$ cat config.mk
export PLATFORM = sky130hd
export DESIGN_NAME = fft_seq_ctrl
export DESIGN_NICKNAME = d
export VERILOG_FILES = /design/src/rtl/fft_pkg.sv /design/src/rtl/delay_line.sv /design/src/rtl/fft_seq_ctrl.sv
export SDC_FILE = /design/constraint.sdc
export NUM_CORES = 1
export LEC_CHECK = 0
export BUFFER_PORTS_ARGS = -buffer_cell sky130_fd_sc_hd__buf_2
export CAP_MARGIN = 25
export CORE_MARGIN = 2
export CORE_UTILIZATION = 55
export CTS_CLUSTER_DIAMETER = 100
export DETAILED_ROUTE_END_ITERATION = 12
export PLACE_DENSITY = 0.77
export SYNTH_ARGS = -nofsm -noshare
export SYNTH_HDL_FRONTEND = slang
export SYNTH_SLANG_ARGS = --single-unit
$ cat constraint.sdc
create_clock -name clk -period 6.4 [get_ports clk]
set_input_delay 0.32 -clock clk [delete_from_list [all_inputs] [get_ports clk]]
set_output_delay 0.32 -clock clk [all_outputs]
set_load 0.02 [all_outputs]
$ cat src/rtl/fft_pkg.sv
// Shared encodings for the DIT FFT sequencer: external phase codes seen by the
// address generator, internal FSM states, and the default transform size.
package fft_pkg;

  localparam int ADDR_WIDTH_DEF = 13;
  localparam int N              = 1 << ADDR_WIDTH_DEF;

  localparam logic [1:0] ST_LOAD   = 2'b00;
  localparam logic [1:0] ST_COMP   = 2'b01;
  localparam logic [1:0] ST_UNLOAD = 2'b10;
  localparam logic [1:0] ST_IDLE   = 2'b11;

  typedef enum logic [2:0] {
    S_IDLE,
    S_LOAD,
    S_COMP,
    S_DRAIN,
    S_UNLOAD
  } fsm_t;

  // COMP and DRAIN look identical to the address generator.
  function automatic logic [1:0] ext_state(input fsm_t s);
    case (s)
      S_LOAD:           return ST_LOAD;
      S_COMP, S_DRAIN:  return ST_COMP;
      S_UNLOAD:         return ST_UNLOAD;
      default:          return ST_IDLE;
    endcase
  endfunction

endpackage

$ cat src/rtl/delay_line.sv
// Enabled shift register: q is d from DEPTH enabled cycles earlier.
// No backpressure; contents freeze while en is low and clear on async reset.
module delay_line #(
  parameter int WIDTH = 1,
  parameter int DEPTH = 3
) (
  input  logic             clk,
  input  logic             rst,
  input  logic             en,
  input  logic [WIDTH-1:0] d,
  output logic [WIDTH-1:0] q
);

  logic [WIDTH-1:0] sr [DEPTH];

  always_ff @(posedge clk or negedge rst) begin
    if (!rst) begin
      for (int i = 0; i < DEPTH; i++) sr[i] <= '0;
    end else if (en) begin
      sr[0] <= d;
      for (int i = 1; i < DEPTH; i++) sr[i] <= sr[i-1];
    end
  end

  assign q = sr[DEPTH-1];

endmodule

$ cat src/rtl/fft_seq_ctrl.sv
// Phase sequencer for the shared-butterfly DIT FFT: load, ADDR_WIDTH compute+drain sweeps, unload.
// Compute takes ADDR_WIDTH*(N+PIPE_LAT) cycles; load stalls on in_valid, unload holds on !out_ready.
module fft_seq_ctrl
  import fft_pkg::*;
#(
  parameter int ADDR_WIDTH = ADDR_WIDTH_DEF,
  parameter int PIPE_LAT   = 3,
  localparam int SW        = (ADDR_WIDTH > 1) ? $clog2(ADDR_WIDTH) : 1
) (
  input  logic                  clk,
  input  logic                  rst,
  input  logic                  start,
  output logic                  busy,
  output logic                  done,
  input  logic                  in_valid,
  output logic                  in_ready,
  output logic                  out_valid,
  input  logic                  out_ready,
  output logic                  out_last,
  output logic [1:0]            state,
  output logic [ADDR_WIDTH-1:0] count,
  output logic                  count_over,
  output logic [SW-1:0]         stage,
  output logic                  mem_rd_en,
  output logic                  mem_wr_en
);

  localparam int DW = (PIPE_LAT > 1) ? $clog2(PIPE_LAT) : 1;
  localparam logic [ADDR_WIDTH-1:0] CNT_MAX    = '1;
  localparam logic [SW-1:0]         LAST_STAGE = SW'(ADDR_WIDTH - 1);
  localparam logic [DW-1:0]         DRAIN_MAX  = DW'(PIPE_LAT - 1);

  fsm_t          fsm;
  logic [DW-1:0] drain_cnt;
  logic          rd_done;
  logic          dl_q;
  logic          cd_active;
  logic          load_acc;
  logic          unload_adv;
  logic          cnt_adv;

  assign cd_active  = (fsm == S_COMP) || (fsm == S_DRAIN);
  assign load_acc   = (fsm == S_LOAD) && in_valid;
  // Once sample N-1 has been read, only the output handshake remains.
  assign unload_adv = (fsm == S_UNLOAD) && !rd_done && (!out_valid || out_ready);
  assign cnt_adv    = load_acc || (fsm == S_COMP) || unload_adv;

  assign count_over = cnt_adv && (count == CNT_MAX);
  assign mem_rd_en  = (fsm == S_COMP) || unload_adv;
  assign mem_wr_en  = load_acc || (cd_active && dl_q);
  assign in_ready   = (fsm == S_LOAD);
  assign busy       = (fsm != S_IDLE);
  assign state      = ext_state(fsm);

  delay_line #(
    .WIDTH (1),
    .DEPTH (PIPE_LAT)
  ) u_wr_dly (
    .clk (clk),
    .rst (rst),
    .en  (cd_active),
    .d   (mem_rd_en),
    .q   (dl_q)
  );

  always_ff @(posedge clk or negedge rst) begin
    if (!rst) begin
      fsm       <= S_IDLE;
      count     <= '0;
      stage     <= '0;
      drain_cnt <= '0;
      rd_done   <= 1'b0;
      out_valid <= 1'b0;
      out_last  <= 1'b0;
      done      <= 1'b0;
    end else begin
      done <= 1'b0;
      case (fsm)
        S_IDLE: begin
          count <= '0;
          stage <= '0;
          if (start) fsm <= S_LOAD;
        end
        S_LOAD: begin
          if (in_valid) begin
            if (count == CNT_MAX) begin
              count <= '0;
              fsm   <= S_COMP;
            end else begin
              count <= count + 1'b1;
            end
          end
        end
        S_COMP: begin
          if (count == CNT_MAX) begin
            count     <= '0;
            drain_cnt <= '0;
            fsm       <= S_DRAIN;
          end else begin
            count <= count + 1'b1;
          end
        end
        S_DRAIN: begin
          if (drain_cnt == DRAIN_MAX) begin
            drain_cnt <= '0;
            if (stage == LAST_STAGE) begin
              rd_done <= 1'b0;
              fsm     <= S_UNLOAD;
            end else begin
              stage <= stage + 1'b1;
              fsm   <= S_COMP;
            end
          end else begin
            drain_cnt <= drain_cnt + 1'b1;
          end
        end
        S_UNLOAD: begin
          if (unload_adv) begin
            out_valid <= 1'b1;
            out_last  <= (count == CNT_MAX);
            if (count == CNT_MAX) rd_done <= 1'b1;
            else                  count   <= count + 1'b1;
          end else if (out_ready) begin
            out_valid <= 1'b0;
            out_last  <= 1'b0;
          end
          if (out_valid && out_ready && out_last) begin
            done      <= 1'b1;
            count     <= '0;
            stage     <= '0;
            rd_done   <= 1'b0;
            out_valid <= 1'b0;
            out_last  <= 1'b0;
            fsm       <= S_IDLE;
          end
        end
        default: fsm <= S_IDLE;
      endcase
    end
  end

endmodule

* Word level (Yosys, flattened, before mapping)
Cells that the tools add are included.
** Operators by class
- $add $sub $neg :: 3
- Reductions and logical operators :: 29
- Muxes and demuxes :: 35
- Eq/ne operators :: 18
** Operators with widths (number)
- 13-bit 2-to-1 mux :: 5
- 13-bit case mux with 4 select lines :: 1
- 3-bit 2-to-1 mux :: 7
- 3-bit case mux with 5 select lines :: 1
- 13-bit by 1-bit adder with 13-bit output (second input constant) :: 1
- 13-bit == test (second input constant) :: 1
- 1-bit 2-to-1 mux :: 12
- 4-bit 2-to-1 mux :: 3
- 4-bit case mux with 3 select lines :: 1
- 2-bit by 1-bit != test with 1-bit output (second input constant) :: 5
- 3-bit nonzero test :: 3
- 4-bit AND reduction :: 2
- 1-bit logical AND :: 7
- 3-bit by 2-bit == test with 1-bit output (second input constant) :: 2
- 1-bit logical OR :: 6
- 2-bit != test (second input constant) :: 3
- 3-bit by 2-bit != test with 1-bit output (second input constant) :: 2
- 2-bit case mux with 3 select lines :: 1
- 6-bit AND reduction :: 1
- 5-bit AND reduction :: 1
- 4-bit by 1-bit adder with 4-bit output (second input constant) :: 1
- 4-bit == test (second input constant) :: 1
- 2-bit 2-to-1 mux :: 2
- 2-bit case mux with 2 select lines :: 1
- other kinds (12) :: 15
** Word-level totals
- Input port bits :: 5
- Word-level logic and storage cells :: 96
- Flip-flop bits (word level) :: 29

* Logic depth before layout (Yosys ltp)
- Depth in word-level cells :: 6
- Gate-level depth with buffers :: 8
- Mapped depth without buffers :: 7

* Hierarchy
A second synthesis with hierarchy kept.
** Unflattened totals
- Cell total of the unflattened synthesis :: 177
- Area total of the unflattened synthesis :: 1727.9 um^2
** By module, submodules not included
- fft_seq_ctrl :: cells each 171, times used 1, sequential area each 650.6 um^2, area each 1619.1 um^2
- delay_line :: cells each 6, times used 1, sequential area each 75.1 um^2, area each 108.9 um^2

* Worst setup path before layout
Ideal clock, no wire load.
- Path kind :: flip-flop to flip-flop
- Start point :: register count[0]
- End point :: register count[6]
- Cell stages (with the launch flop) :: 8
- Setup time :: 145 ps
- Period minus slack after synthesis :: 2149 ps
- Arrival :: 2005 ps
- Slack :: 4251 ps
- Cells stage by stage :: dfrtp_1 > ha_1 > and4_1 > and4_1 > buf_2 > o22ai_1 > clkbuf_1 > a31oi_2
** Between the ends
- Cells in the longest elaborated chain, start to end :: 5
- Elaborated cells on any way between the ends :: 10
- Classes of those cells :: 1 x add/sub; 2 x eq/ne; 6 x mux; 1 x reduce/logical
** Ends and longest elaborated chain
- from (decl) :: RTL line fft_seq_ctrl.sv:21 : output logic [ADDR_WIDTH-1:0] count,
- from (signal assigned) :: RTL line fft_seq_ctrl.sv:90 : count <= count + 1'b1;
- from (signal assigned) :: RTL line fft_seq_ctrl.sv:100 : count <= count + 1'b1;
- from (signal assigned) :: RTL line fft_seq_ctrl.sv:122 : else count <= count + 1'b1;
- 13-bit by 1-bit adder with 13-bit output :: RTL line fft_seq_ctrl.sv:90, fft_seq_ctrl.sv:100, fft_seq_ctrl.sv:122
- 13-bit 2-to-1 mux :: RTL line fft_seq_ctrl.sv:121 : if (count == CNT_MAX) rd_done <= 1'b1;
- 13-bit 2-to-1 mux :: RTL line fft_seq_ctrl.sv:118 : if (unload_adv) begin
- 13-bit 2-to-1 mux :: RTL line fft_seq_ctrl.sv:127 : if (out_valid && out_ready && out_last) begin
- 13-bit case mux with 4 select lines :: RTL line fft_seq_ctrl.sv:78 : case (fsm)
Parallel ways exist; a longest one is shown, timed or not. The select of a mux whose other input is x is not followed.
A chain may end at the register's enable or synchronous reset.

* Worst setup path in the final report
- Start point :: register fsm[1]
- End point :: register count[4]
** Between the ends
- Cells in the longest elaborated chain, start to end :: 5
- Elaborated cells on any way between the ends :: 12
- Classes of those cells :: 6 x eq/ne; 1 x mux; 5 x reduce/logical
** Ends and longest elaborated chain
- from (decl) :: RTL line fft_seq_ctrl.sv:33 : fsm_t fsm;
- from (signal assigned) :: RTL line fft_seq_ctrl.sv:68 : fsm <= S_IDLE;
- from (signal assigned) :: RTL line fft_seq_ctrl.sv:82 : if (start) fsm <= S_LOAD;
- from (signal assigned) :: RTL line fft_seq_ctrl.sv:88 : fsm <= S_COMP;
- 3-bit == test :: RTL line fft_seq_ctrl.sv:45, fft_seq_ctrl.sv:78
- 1-bit logical AND (2 in a row) :: RTL line fft_seq_ctrl.sv:45 : assign unload_adv = (fsm == S_UNLOAD) && !rd_done && (!out_valid || out_ready);
- 3-bit by 2-bit != test with 1-bit output (no source line)
- 4-bit AND reduction (no source line)
Parallel ways exist; a longest one is shown, timed or not.

==> impl_metrics.tcl <==
set metrics [dict create \
    num_antenna_cells 0 \
    synth_compound_area_frac 0.239 \
    core.rowCount 20 \
    yosysWarnings 0 \
    clockBufferDepth 2 \
    synthSimpleGateAreaFrac 0.220 \
    intPower_uw 419 \
    grt_pass1_vias 1411 \
    grt_usage 0.234 \
    cts_tree "done" \
    die_w_um 60.0 \
    synth_top_family_by_area "compound AO/OA/AOI/OAI gates" \
    cts-resized-gates 0 \
    skew_ns 0.00670 \
    synth-xor-area-share 0.0102 \
    postCtsSetupBuffers 0 \
    synth_edf_count 0 \
    via_count 1576 \
    die_h_um 60.0 \
    clkSinkCount 29 \
    tightest_slew_ns 0.661 \
    fmax_mhz 390 \
    crit_path_cell_trace "or3b_1 -> a211o_1 -> a211oi_4 -> a41oi_1 -> a31oi_1" \
    avgSynthCellArea_um2 8.92 \
    place.gp.congestion 0.947 \
    die_area_mm2 0.00359 \
    start_util 0.573 \
    ys_seq_elements 29 \
    antenna_found_initial 0 \
    tns_ns 0 \
    seqPwrFrac 0.379 \
    worstPathArrival_ns 2.82 \
    io_buffer_count 31 \
    drc 0 \
    ys_seq_area_frac 0.422 \
    synth-main-ff-cell "dfrtp_1" \
    drv_slew 0 \
    cts.htree.levels 2 \
    clkPwrFrac 0.166 \
    worst_skew_pair.late_latency_ns 0.33 \
    sw_frac_of_total 0.464 \
    via_per_inst 6.16 \
    relSlewSlack 0.560 \
    core_mm2 0.00300 \
    synth_nets 201 \
    setup_viol 0 \
    synth_area_mm2 0.00172 \
    p_leak_uw 0.000911 \
    power_density_mw_per_mm2 404 \
    p_sw_uw 363 \
    critPathMaxStageDelay_ns 0.61 \
    nets 230 \
    peakVddDrop_mv 0.233 \
    area_growth_syn_to_layout_pct 12.5 \
    drt-pass1-iter-count 4 \
    setup.worst_path.class "register to register" \
    max_cap_violations 0 \
    synth-adder-area-share 0.0218 \
    grt_max_degree 30 \
    synthCells 193 \
    cp_slowest_cell "a211oi_4" \
    worstPathRequired_ns 6.66 \
    pwr-share-comb 0.455 \
    synthArstFlopShare 1.00 \
    hpwlAfterDp_um 2690 \
    grt_pass1_wl_um 6310 \
    ctsHoldBuffers 0 \
    root_buffer "clkbuf_4" \
    timing.final.crit_period_ns 2.56 \
    detail_route.wl_per_cell_um 14.7 \
    ant_nets 0 \
    hold_violations 0 \
    grt_setup_unrepaired "false" \
    hold_path.class "primary input to async pin" \
    whs_ns 0.00949 \
    postRouteWirelength_um 3770 \
    endpoint_kind "register" \
    grt_overflow_total 0 \
    yosys.cell_types.count 47 \
    cts.clk_slew.worst_paths_ns 0.10 \
    worstPathMaxFanout 19 \
    drt_iter0_markers 110 \
    drive_above_1_share 0.220 \
    period_share 0.401 \
    status "finished clean" \
    nFillCells 245 \
    synth_mux_area_frac 0.0313 \
    crit_path_start_kind "register" \
    ios 32 \
    cts_buffers 5 \
]
==> layout make-up <==
type | instances | area, µm² | area share
Timing Repair Buffer | 32 | 163 | 0.0840
Clock inverter | 1 | 5.00 | 0.00258
Multi-Input combinational cell | 144 | 900 | 0.464
Tap cell | 33 | 41.3 | 0.0213
Clock buffer | 7 | 65.1 | 0.0336
Inverter | 10 | 37.5 | 0.0194
Sequential cell | 29 | 726 | 0.375
==> critical path: cells and delay by family, from the launching register on <==
kind,cells,cell delay [ns]
AND/OR/NAND/NOR,1,0.55
flip-flops,1,0.59
AO/OA/AOI/OAI,4,1.35
==> kinds of logic after synthesis <==
logic type                 count (synthesis)
DFF                                       29
AOI/OAI and AO/OA                         60
and+or+nand+nor                           74
buffers and inverters                     20
xor gates and xnor gates                   2
muxes                                      5
adders and majority gates                  3
==> synth_stat cells (all sizes together) (2+ instances only) <==
| cell | count | area share |
|---|---|---|
| a211oi | 2 | 0.016 |
| a21oi | 14 | 0.041 |
| a31oi | 11 | 0.052 |
| a41oi | 2 | 0.010 |
| and2 | 2 | 0.0073 |
| and3 | 3 | 0.011 |
| and4 | 3 | 0.015 |
| buf | 5 | 0.023 |
| clkbuf | 5 | 0.011 |
| dfrtp | 29 | 0.42 |
| ha | 3 | 0.022 |
| inv | 10 | 0.022 |
| mux2 | 3 | 0.020 |
| mux2i | 2 | 0.012 |
| nand2 | 21 | 0.046 |
| nand2b | 8 | 0.029 |
| nand3 | 8 | 0.023 |
| nand3b | 3 | 0.013 |
| nand4 | 2 | 0.0073 |
| nor2 | 14 | 0.031 |
| nor3 | 3 | 0.0087 |
| nor3b | 2 | 0.0087 |
| o211ai | 2 | 0.0087 |
| o21ai | 15 | 0.046 |
| o31ai | 3 | 0.013 |
| o41ai | 3 | 0.015 |
| or2 | 2 | 0.0073 |
==> per-layer routing <==
metal,wire length [µm],global-route usage,vias up,share of wire
li1,-,-,768,-
met1,1640,0.301,750,0.43
met2,1890,0.370,48,0.50
met3,164,0.0671,10,0.044
met4,75,0.0952,0,0.020
met5,0,0,-,0
==> state kept, by name, indices dropped and copies added, names as in the netlist <==
register / count
out_valid: 1
u_wr_dly.sr: 2
done: 1
stage: 4
rd_done: 1
drain_cnt: 2
out_last: 1
count: 13
u_wr_dly.q: 1
fsm: 3
==> final timing paths <==
check                                         startpoint                        to  slack (ns)  depth (start not counted)
min in group clk                                   start        fsm[1]$_DFFE_PN0P_        0.29                          3
max in group asynchronous                            rst      stage[2]$_DFFE_PN0P_        5.96                          1
worst min-delay path                                 rst      count[2]$_DFFE_PN0P_       0.009                          1
worst max register to register        fsm[1]$_DFFE_PN0P_      count[4]$_DFFE_PN0P_        3.84                          5
worst max-delay path                  fsm[1]$_DFFE_PN0P_      count[4]$_DFFE_PN0P_        3.84                          5
worst min register to register  drain_cnt[0]$_DFFE_PN0P_  drain_cnt[0]$_DFFE_PN0P_        0.49                          1
==> cell usage in the layout (no fill, tap or decap), types with 5 or more instances in the layout <==
| cell type | Yosys | final |
|---|---|---|
| nor2_1 | 14 | 14 |
| buf_2 | 2 | 31 |
| nand2b_1 | 8 | 8 |
| a21oi_1 | 14 | 14 |
| a31oi_1 | 9 | 9 |
| o21ai_0 | 13 | 13 |
| nand3_1 | 8 | 8 |
| clkbuf_4 | 0 | 5 |
| dfrtp_1 | 29 | 29 |
| nand2_1 | 21 | 21 |
| inv_1 | 10 | 10 |
==> through the flow <==
| step | total power [µW] | worst slack, ns | util | std cells | area, µm² |
|---|---|---|---|---|---|
| floorplan | 570 | 4.25 | - | 193 | 1720 |
| global placement | 637 | 3.94 | 0.619 | 247 | 1860 |
| detailed placement | 653 | 3.87 | 0.619 | 247 | 1860 |
| CTS | 784 | 3.83 | 0.643 | 255 | 1930 |
| global route | 846 | 3.61 | 0.645 | 256 | 1940 |
| finish | 782 | 3.84 | 0.645 | 256 | 1940 |
==> power groups by stage <==
stage / clock (µW) / sequential [µW] / combinational, µW
detailed placement: 0 / 299 / 354
global route: 141 / 308 / 397
CTS: 133 / 296 / 355
global placement: 0 / 295 / 342
finish: 129 / 297 / 356
floorplan: 0 / 300 / 270
(Power assumes the default switching activity.)
